File: config.mk
export PLATFORM = sky130hd
export DESIGN_NAME = life_keypad
export DESIGN_NICKNAME = d
export VERILOG_FILES = /design/src/rtl/life_keypad_pkg.sv /design/src/rtl/life_debounce.sv /design/src/rtl/life_keypad.sv
export SDC_FILE = /design/constraint.sdc
export NUM_CORES = 1
export LEC_CHECK = 0
export BUFFER_PORTS_ARGS = -buffer_cell sky130_fd_sc_hd__buf_4
export CORE_UTILIZATION = 47
export CTS_CLUSTER_DIAMETER = 120
export DETAILED_ROUTE_END_ITERATION = 6
export PLACE_DENSITY = 0.6
export SYNTH_ARGS = -nofsm -noshare
export SYNTH_HDL_FRONTEND = slang
export SYNTH_SLANG_ARGS = --single-unit
File: constraint.sdc
create_clock -name clk -period 3.2 [get_ports clk]
set_clock_uncertainty 0.05 [all_clocks]
set_input_delay 0.48 -clock clk [delete_from_list [all_inputs] [get_ports clk]]
set_output_delay 0.48 -clock clk [all_outputs]
set_load 0.1 [all_outputs]
File: src/rtl/life_keypad_pkg.sv
// Shared key codes, button indices and sizes for the Life board keypad front end.
package life_keypad_pkg;

    localparam int unsigned KEY_W   = 3;
    localparam int unsigned NUM_BTN = 5;
    localparam int unsigned NUM_REP = 4;

    // Button bit positions within the five-wide button vectors.
    localparam int unsigned BTN_UP    = 0;
    localparam int unsigned BTN_DOWN  = 1;
    localparam int unsigned BTN_LEFT  = 2;
    localparam int unsigned BTN_RIGHT = 3;
    localparam int unsigned BTN_FLIP  = 4;

    typedef enum logic [KEY_W-1:0] {
        KEY_NONE  = 3'd0,
        KEY_UP    = 3'd1,
        KEY_DOWN  = 3'd2,
        KEY_LEFT  = 3'd3,
        KEY_RIGHT = 3'd4,
        KEY_FLIP  = 3'd5
    } key_code_e;

    typedef struct packed {
        logic flip;
        logic right;
        logic left;
        logic down;
        logic up;
    } btn_vec_t;

endpackage

File: src/rtl/life_debounce.sv
// One push-button: 2-FF synchroniser, saturating debounce counter and a
// registered one-cycle pulse on each accepted press.
module life_debounce #(
    parameter int unsigned CNT_W           = 24,
    parameter int unsigned DEBOUNCE_CYCLES = 50000
) (
    input  logic clk,
    input  logic reset,
    input  logic btn,
    output logic stable,
    output logic press
);

    localparam longint unsigned CNT_LIMIT = (64'd1 << CNT_W) - 64'd1;
    localparam logic [CNT_W-1:0] CNT_LAST = CNT_W'(DEBOUNCE_CYCLES - 1);
    localparam logic [CNT_W-1:0] CNT_SAT  = '1;

    if ((DEBOUNCE_CYCLES < 2) || (longint'(DEBOUNCE_CYCLES) > CNT_LIMIT)) begin : g_cfg_err
        $error("life_debounce: DEBOUNCE_CYCLES out of range for CNT_W");
    end

    logic             sync1;
    logic             sync2;
    logic [CNT_W-1:0] cnt;

    // Level is only accepted after DEBOUNCE_CYCLES consecutive disagreeing samples.
    always_ff @(posedge clk) begin
        if (reset) begin
            sync1  <= 1'b0;
            sync2  <= 1'b0;
            cnt    <= '0;
            stable <= 1'b0;
            press  <= 1'b0;
        end else begin
            sync1 <= btn;
            sync2 <= sync1;
            press <= 1'b0;
            if (sync2 == stable) begin
                cnt <= '0;
            end else if (cnt == CNT_LAST) begin
                stable <= ~stable;
                press  <= ~stable;
                cnt    <= '0;
            end else if (cnt != CNT_SAT) begin
                cnt <= cnt + CNT_W'(1);
            end
        end
    end

endmodule

File: src/rtl/life_keypad.sv
// Life board keypad: debounces five buttons, auto-repeats the four cursor keys
// and serialises accepted events into a prioritised one-cycle key-code stream.
module life_keypad
    import life_keypad_pkg::*;
#(
    parameter int unsigned CNT_W           = 24,
    parameter int unsigned DEBOUNCE_CYCLES = 50000,
    parameter int unsigned REPEAT_DELAY    = 12500000,
    parameter int unsigned REPEAT_RATE     = 2500000
) (
    input  logic             clk,
    input  logic             reset,
    input  logic             btn_up,
    input  logic             btn_down,
    input  logic             btn_left,
    input  logic             btn_right,
    input  logic             btn_flip,
    output logic [KEY_W-1:0] keys
);

    localparam longint unsigned CNT_LIMIT = (64'd1 << CNT_W) - 64'd1;
    localparam logic [CNT_W-1:0] CNT_SAT    = '1;
    localparam logic [CNT_W-1:0] DELAY_LAST = CNT_W'(REPEAT_DELAY - 1);
    localparam logic [CNT_W-1:0] RATE_LAST  = CNT_W'(REPEAT_RATE - 1);

    if ((REPEAT_DELAY < 1) || (longint'(REPEAT_DELAY) > CNT_LIMIT)) begin : g_delay_err
        $error("life_keypad: REPEAT_DELAY out of range for CNT_W");
    end
    if ((REPEAT_RATE < 1) || (longint'(REPEAT_RATE) > CNT_LIMIT)) begin : g_rate_err
        $error("life_keypad: REPEAT_RATE out of range for CNT_W");
    end

    btn_vec_t             btn_raw;
    logic [NUM_BTN-1:0]   press;
    logic [NUM_REP-1:0]   stable;
    logic                 flip_stable_unused;
    logic [NUM_REP-1:0]   rep_first;
    logic [NUM_REP-1:0]   rep_fire_c;
    logic [CNT_W-1:0]     rep_cnt [NUM_REP];
    logic [NUM_BTN-1:0]   pending;
    logic [NUM_BTN-1:0]   events_c;
    logic [NUM_BTN-1:0]   win_mask_c;
    logic [KEY_W-1:0]     win_code_c;

    assign btn_raw = '{flip: btn_flip, right: btn_right, left: btn_left,
                       down: btn_down, up: btn_up};

    for (genvar i = 0; i < NUM_BTN; i++) begin : g_db
        if (i < NUM_REP) begin : g_dir
            life_debounce #(
                .CNT_W           (CNT_W),
                .DEBOUNCE_CYCLES (DEBOUNCE_CYCLES)
            ) u_db (
                .clk    (clk),
                .reset  (reset),
                .btn    (btn_raw[i]),
                .stable (stable[i]),
                .press  (press[i])
            );
        end else begin : g_flip
            life_debounce #(
                .CNT_W           (CNT_W),
                .DEBOUNCE_CYCLES (DEBOUNCE_CYCLES)
            ) u_db (
                .clk    (clk),
                .reset  (reset),
                .btn    (btn_raw[i]),
                .stable (flip_stable_unused),
                .press  (press[i])
            );
        end
    end

    // Repeat fires once the held key has waited the initial delay, then each rate period.
    always_comb begin
        rep_fire_c = '0;
        for (int i = 0; i < NUM_REP; i++) begin
            rep_fire_c[i] = stable[i] && !press[i] &&
                            (rep_cnt[i] == (rep_first[i] ? DELAY_LAST : RATE_LAST));
        end
    end

    always_ff @(posedge clk) begin
        if (reset) begin
            rep_first <= '1;
            for (int i = 0; i < NUM_REP; i++) begin
                rep_cnt[i] <= '0;
            end
        end else begin
            for (int i = 0; i < NUM_REP; i++) begin
                if (!stable[i] || press[i]) begin
                    rep_cnt[i]   <= '0;
                    rep_first[i] <= 1'b1;
                end else if (rep_fire_c[i]) begin
                    rep_cnt[i]   <= '0;
                    rep_first[i] <= 1'b0;
                end else if (rep_cnt[i] != CNT_SAT) begin
                    rep_cnt[i] <= rep_cnt[i] + CNT_W'(1);
                end
            end
        end
    end

    assign events_c = press | {1'b0, rep_fire_c};

    // Fixed priority: flip, up, down, left, right.
    always_comb begin
        win_code_c = KEY_NONE;
        win_mask_c = '0;
        if (pending[BTN_FLIP]) begin
            win_code_c           = KEY_FLIP;
            win_mask_c[BTN_FLIP] = 1'b1;
        end else if (pending[BTN_UP]) begin
            win_code_c         = KEY_UP;
            win_mask_c[BTN_UP] = 1'b1;
        end else if (pending[BTN_DOWN]) begin
            win_code_c           = KEY_DOWN;
            win_mask_c[BTN_DOWN] = 1'b1;
        end else if (pending[BTN_LEFT]) begin
            win_code_c           = KEY_LEFT;
            win_mask_c[BTN_LEFT] = 1'b1;
        end else if (pending[BTN_RIGHT]) begin
            win_code_c            = KEY_RIGHT;
            win_mask_c[BTN_RIGHT] = 1'b1;
        end
    end

    // A fresh event on the winning key in the same cycle re-arms its flag.
    always_ff @(posedge clk) begin
        if (reset) begin
            pending <= '0;
            keys    <= KEY_NONE;
        end else begin
            pending <= (pending & ~win_mask_c) | events_c;
            keys    <= win_code_c;
        end
    end

endmodule

After elaboration in Yosys (flattened, before gate mapping)
Memories as Yosys holds them, arrays and structs flattened.
Index checks and enable logic that the tools add are counted.
Word-level totals
  bits in registers: 152
  logic and storage cells: 216
  RAM bits: 96
  output and inout bits: 3
  memories: 1
Memories
  rep_cnt: words 4, width 24, read ports 4, clocked after memory_dff 0, write ports 4, line life_keypad.sv:39  | logic [CNT_W-1:0] rep_cnt [NUM_REP];
Cells by class
  add/subtract/negate cells: 9
  mux-type cells: 80
  reduce and logical (&&, ||, !) cells: 40
  equality and inequality tests: 23
  bitwise logic cells: 31
Operator list (count)
  2-to-1 mux 24 bit: 16
  adder 24 x 1 -> 24 bit, second input constant: 9
  != test 24 bit, second input constant: 9
  == test 24 x 16 -> 1 bit, second input constant: 5
  == test 24 bit: 4
  2-to-1 mux 1 bit: 56
  OR reduction 3 bit: 11
  2-to-1 mux 3 bit: 6
  inverter 1 bit: 15
  OR 1 bit: 12
  AND reduction 2 bit: 5
  logical AND 1 bit: 8
  zero test 1 bit: 8
  OR reduction 2 bit: 4
  bitwise AND 5 bit: 1
  == test 1 bit: 5
  inverter 5 bit: 1
  OR 5 x 4 -> 5 bit: 1
  OR 5 bit: 1
  logical OR 1 bit: 4
  2-to-1 mux 4 bit: 1
  2-to-1 mux 2 bit: 1

Longest topological paths before layout
  depth after elaboration: 9
  gate-level depth with buffers: 8

Hierarchy
From an unflattened synthesis, not the netlist that was laid out.
Second synthesis, totals
  cells, all modules: 1551
  area total of the unflattened synthesis: 14073.5 sq um
Modules (own cells, without submodules)
  life_debounce: instances 5, area an instance 1635.3 sq um, cells an instance 195
  life_keypad: instances 1, area an instance 5896.9 sq um, cells an instance 576

Worst setup path before layout
OpenSTA, ideal clock, no wires.
  path type: reg-to-reg
  start: mem rep_cnt[2][20]
  end: mem rep_cnt[2][0] (enable)
  stages on the path, launching flop included: 6
  setup time: 381 ps
  data required time: 2769 ps
  clock period less this slack: 2578 ps
  arrival time: 2147 ps
  path slack: 622 ps
  path buffers: 0
  path through: edfxtp_1 -> or4_1 -> nor4b_1 -> o2111ai_1 -> nand2_1 -> or3_1
RTL lines (line)
  start: declaration: life_keypad.sv:39

==> impl_metrics.tcl <==
set metrics [dict create \
    clk_latency_ps 530 \
    clk_pin_slew_ps 60 \
    path_cells "or4b_2 -> nor4_2 -> o211ai_1 -> nand2_1 -> or2_2" \
    port_buffers 9 \
    setup_viol 0 \
    antenna_found_initial 0 \
    clock_path_buffers 3 \
    path_buf_inv 0 \
    final.setup.tns_ps 0 \
    place_ws_ps 511.3 \
    ys.warnings.count 0 \
    critPathArrivalTime_ps 2800 \
    fin_nets 1440 \
    overflow 0 \
    ys_seq_area_share_pct 45.57 \
    timing.final.crit_share_pct 83.97 \
    drt_wl_total_um 26450 \
    synth-edff-count 96 \
    async_reset_ff_share_pct 0 \
    fin_cells 1786 \
    drt_iter0_drc 815 \
    die_area_um2 28340 \
    core_um2 27030 \
    rsz0062_at_grt "false" \
    dieHeight_um 168.3 \
    synth_cell_types 69 \
    route.met3.wl_um 894 \
    power_w 0.006434 \
    fin_ws_ps 513.0 \
    worstMarginPinSlew_ps 833.4 \
    synthTopCellsByArea "dfxtp_1, edfxtp_1, nor2_1, xor2_1, xnor2_1" \
    synth_top_flop_cell "dfxtp_1" \
    status "finished, final reports clean" \
    row_count 60 \
    route.met2.wl_um 11600 \
    dp_hpwl_um 18050 \
    wl_per_cell_um 14.81 \
    critPathSlowestCell "or4b_2" \
    wirelength_met1_um 13410 \
    clock-root-buffer "clkbuf_16" \
    firstDrtPassIters 5 \
    hold_viol 0 \
    synth_area_um2 13000 \
    drive_above_1_share_pct 7.266 \
    ys_ff_latch 248 \
    relSlewSlack_pct 43.93 \
    synthToLayoutAreaGrowth_pct 9.612 \
    powerDensity_nw_per_um2 451.4 \
    syn_avg_cell_area_um2 9.132 \
    endpoint_kind "register" \
    cts_tree "built" \
    synth_fp_nets 1440 \
    antennaDiodeCount 0 \
    io-pin-count 10 \
    die_x_um 168.3 \
    h-tree-depth 1 \
    routed_via_density 5.713 \
    drv_slew 0 \
    vias 10200 \
    grt_pass1_vias 9623 \
    post_cts_buffers 0 \
    cts_resized 0 \
    grt_pass1_wl_um 46240 \
    dr.max_layer_used "met4" \
    power.leakage_nw 4.375 \
    place_inst 1735 \
    fin_crit_ps 2687 \
    crit_path_max_fanout 24 \
    critPathRequiredTime_ps 3310 \
    syn-instance-count 1424 \
    yosysTopAreaCell "dfxtp_1" \
    synth_top_area_share_pct 23.40 \
    setup.worst_path.start_class "register" \
    cpPeakStageDelay_ps 710 \
    grt_max_degree 31 \
    worst-setup-path-type "reg2reg" \
    cts_hold_buf 0 \
    drv_cap 0 \
    groute.usage.overall_pct 18.96 \
    fmax_mhz 372.2 \
    vdd_ir_drop_max_mv 0.3795 \
    initial_core_util_pct 48.12 \
    ant_nets 0 \
    cpLargestDelayFamily "simple AND/OR/NAND/NOR gates" \
    cts_sinks 248 \
    hp-class "in2reg" \
    cts_made_buffers 28 \
    drcViolationCount 0 \
    gp_congestion 0.8367 \
]
## through the flow
step	area (um^2)	utilization (%)	hold WS (ps)
2_1_floorplan	13000	-	363.8
3_3_place_gp	13340	49.37	368.9
3_5_place_dp	13340	49.37	374.2
4_1_cts	14250	52.74	93.59
5_1_grt	14250	52.74	109.6
6_report	14250	52.74	112.0
## report_power, final
group / switching, W / internal, W / leakage, nW / total (W)
Sequential: 0.00000491 / 0.00326 / 2.41 / 0.00327
Clock: 0.00125 / 0.00187 / 0.451 / 0.00312
Combinational: 0.0000261 / 0.0000162 / 1.51 / 0.0000422
Total: 0.00129 / 0.00515 / 4.38 / 0.00643
## final timing paths
path | startpoint | end | slack, ps | depth (start not counted)
min reg2reg | g_db[1].g_dir.u_db.sync1 | g_db[1].g_dir.u_db.sync2 | 390 | 1
max | rep_cnt[3][22] | rep_cnt[3][8] | 510 | 5
max reg2reg | rep_cnt[3][22] | rep_cnt[3][8] | 510 | 5
min | btn_flip | g_db[4].g_flip.u_db.sync1 | 110 | 2
## placed cells by master, fill, tap and decap left out, types with 15 or more instances in the layout
cell type | synthesis | routed
o21ai_0 | 15 | 15
xnor2_1 | 85 | 85
nor4b_1 | 15 | 15
inv_1 | 24 | 24
nand3_1 | 76 | 76
nor2_1 | 254 | 254
clkbuf_16 | 0 | 29
buf_4 | 8 | 28
edfxtp_1 | 96 | 96
or3_1 | 20 | 20
nand4_1 | 81 | 81
xor2_1 | 89 | 89
and4_1 | 20 | 20
nand2_1 | 100 | 100
a21oi_1 | 34 | 34
nor2b_1 | 18 | 18
nor3_1 | 34 | 34
dfxtp_1 | 152 | 152
nor4_1 | 56 | 56
and3_1 | 35 | 35
## cell families after synthesis
| logic type | count (synthesis) | synth area share (%) |
|---|---|---|
| simple gates | 787 | 32.09 |
| buf+inv | 82 | 2.983 |
| fa+ha+maj | 9 | 0.8660 |
| flops | 248 | 45.57 |
| compound gates | 116 | 6.158 |
| xor+xnor | 174 | 11.72 |
| mux | 8 | 0.6158 |
## registers in the layout (all words and copies together) (netlist names)
signal / cells
g_db.g_dir.u_db.cnt: 96
rep_cnt: 96
g_db.g_flip.u_db.cnt: 24
pending: 5
g_db.g_dir.u_db.press: 4
g_db.g_dir.u_db.stable: 4
g_db.g_dir.u_db.sync1: 4
g_db.g_dir.u_db.sync2: 4
rep_first: 4
keys: 3
g_db.g_flip.u_db.press: 1
g_db.g_flip.u_db.stable: 1
g_db.g_flip.u_db.sync1: 1
g_db.g_flip.u_db.sync2: 1
## cell type report
type                    instances  area [um^2]
clock inverters                10        80.08
inverters                      24        90.09
flip-flops and latches        248         5926
clock buffers                  41        830.8
multi-input cells            1094         6690
fillers                      2578        12770
repair buffers                 28        210.2
well taps                     341        426.7
## cells in the mapped netlist (14+ instances only)
library cell,n
a21oi_1,34
and3_1,35
and4_1,20
buf_2,18
clkbuf_1,24
dfxtp_1,152
edfxtp_1,96
inv_1,24
nand2_1,100
nand3_1,76
nand4_1,81
nor2_1,254
nor2b_1,18
nor3_1,34
nor4_1,56
nor4b_1,15
o21ai_0,15
or3_1,20
or4_1,14
xnor2_1,85
xor2_1,89
## metal layers
| layer | global-route usage [%] | up-vias |
|---|---|---|
| met5 | 0 | - |
| met4 | 4.190 | 0 |
| met3 | 2.492 | 39 |
| met2 | 30.47 | 162 |
| met1 | 27.12 | 4814 |
| li1 | - | 5189 |
## worst reg2reg max path, stage by stage, from the launching register on
cell and delay [ps]:
edfxtp_1 430, or4b_2 710, nor4_2 270, o211ai_1 190, nand2_1 150, or2_2 510
Note: power is estimated with default switching activity, not from simulation.
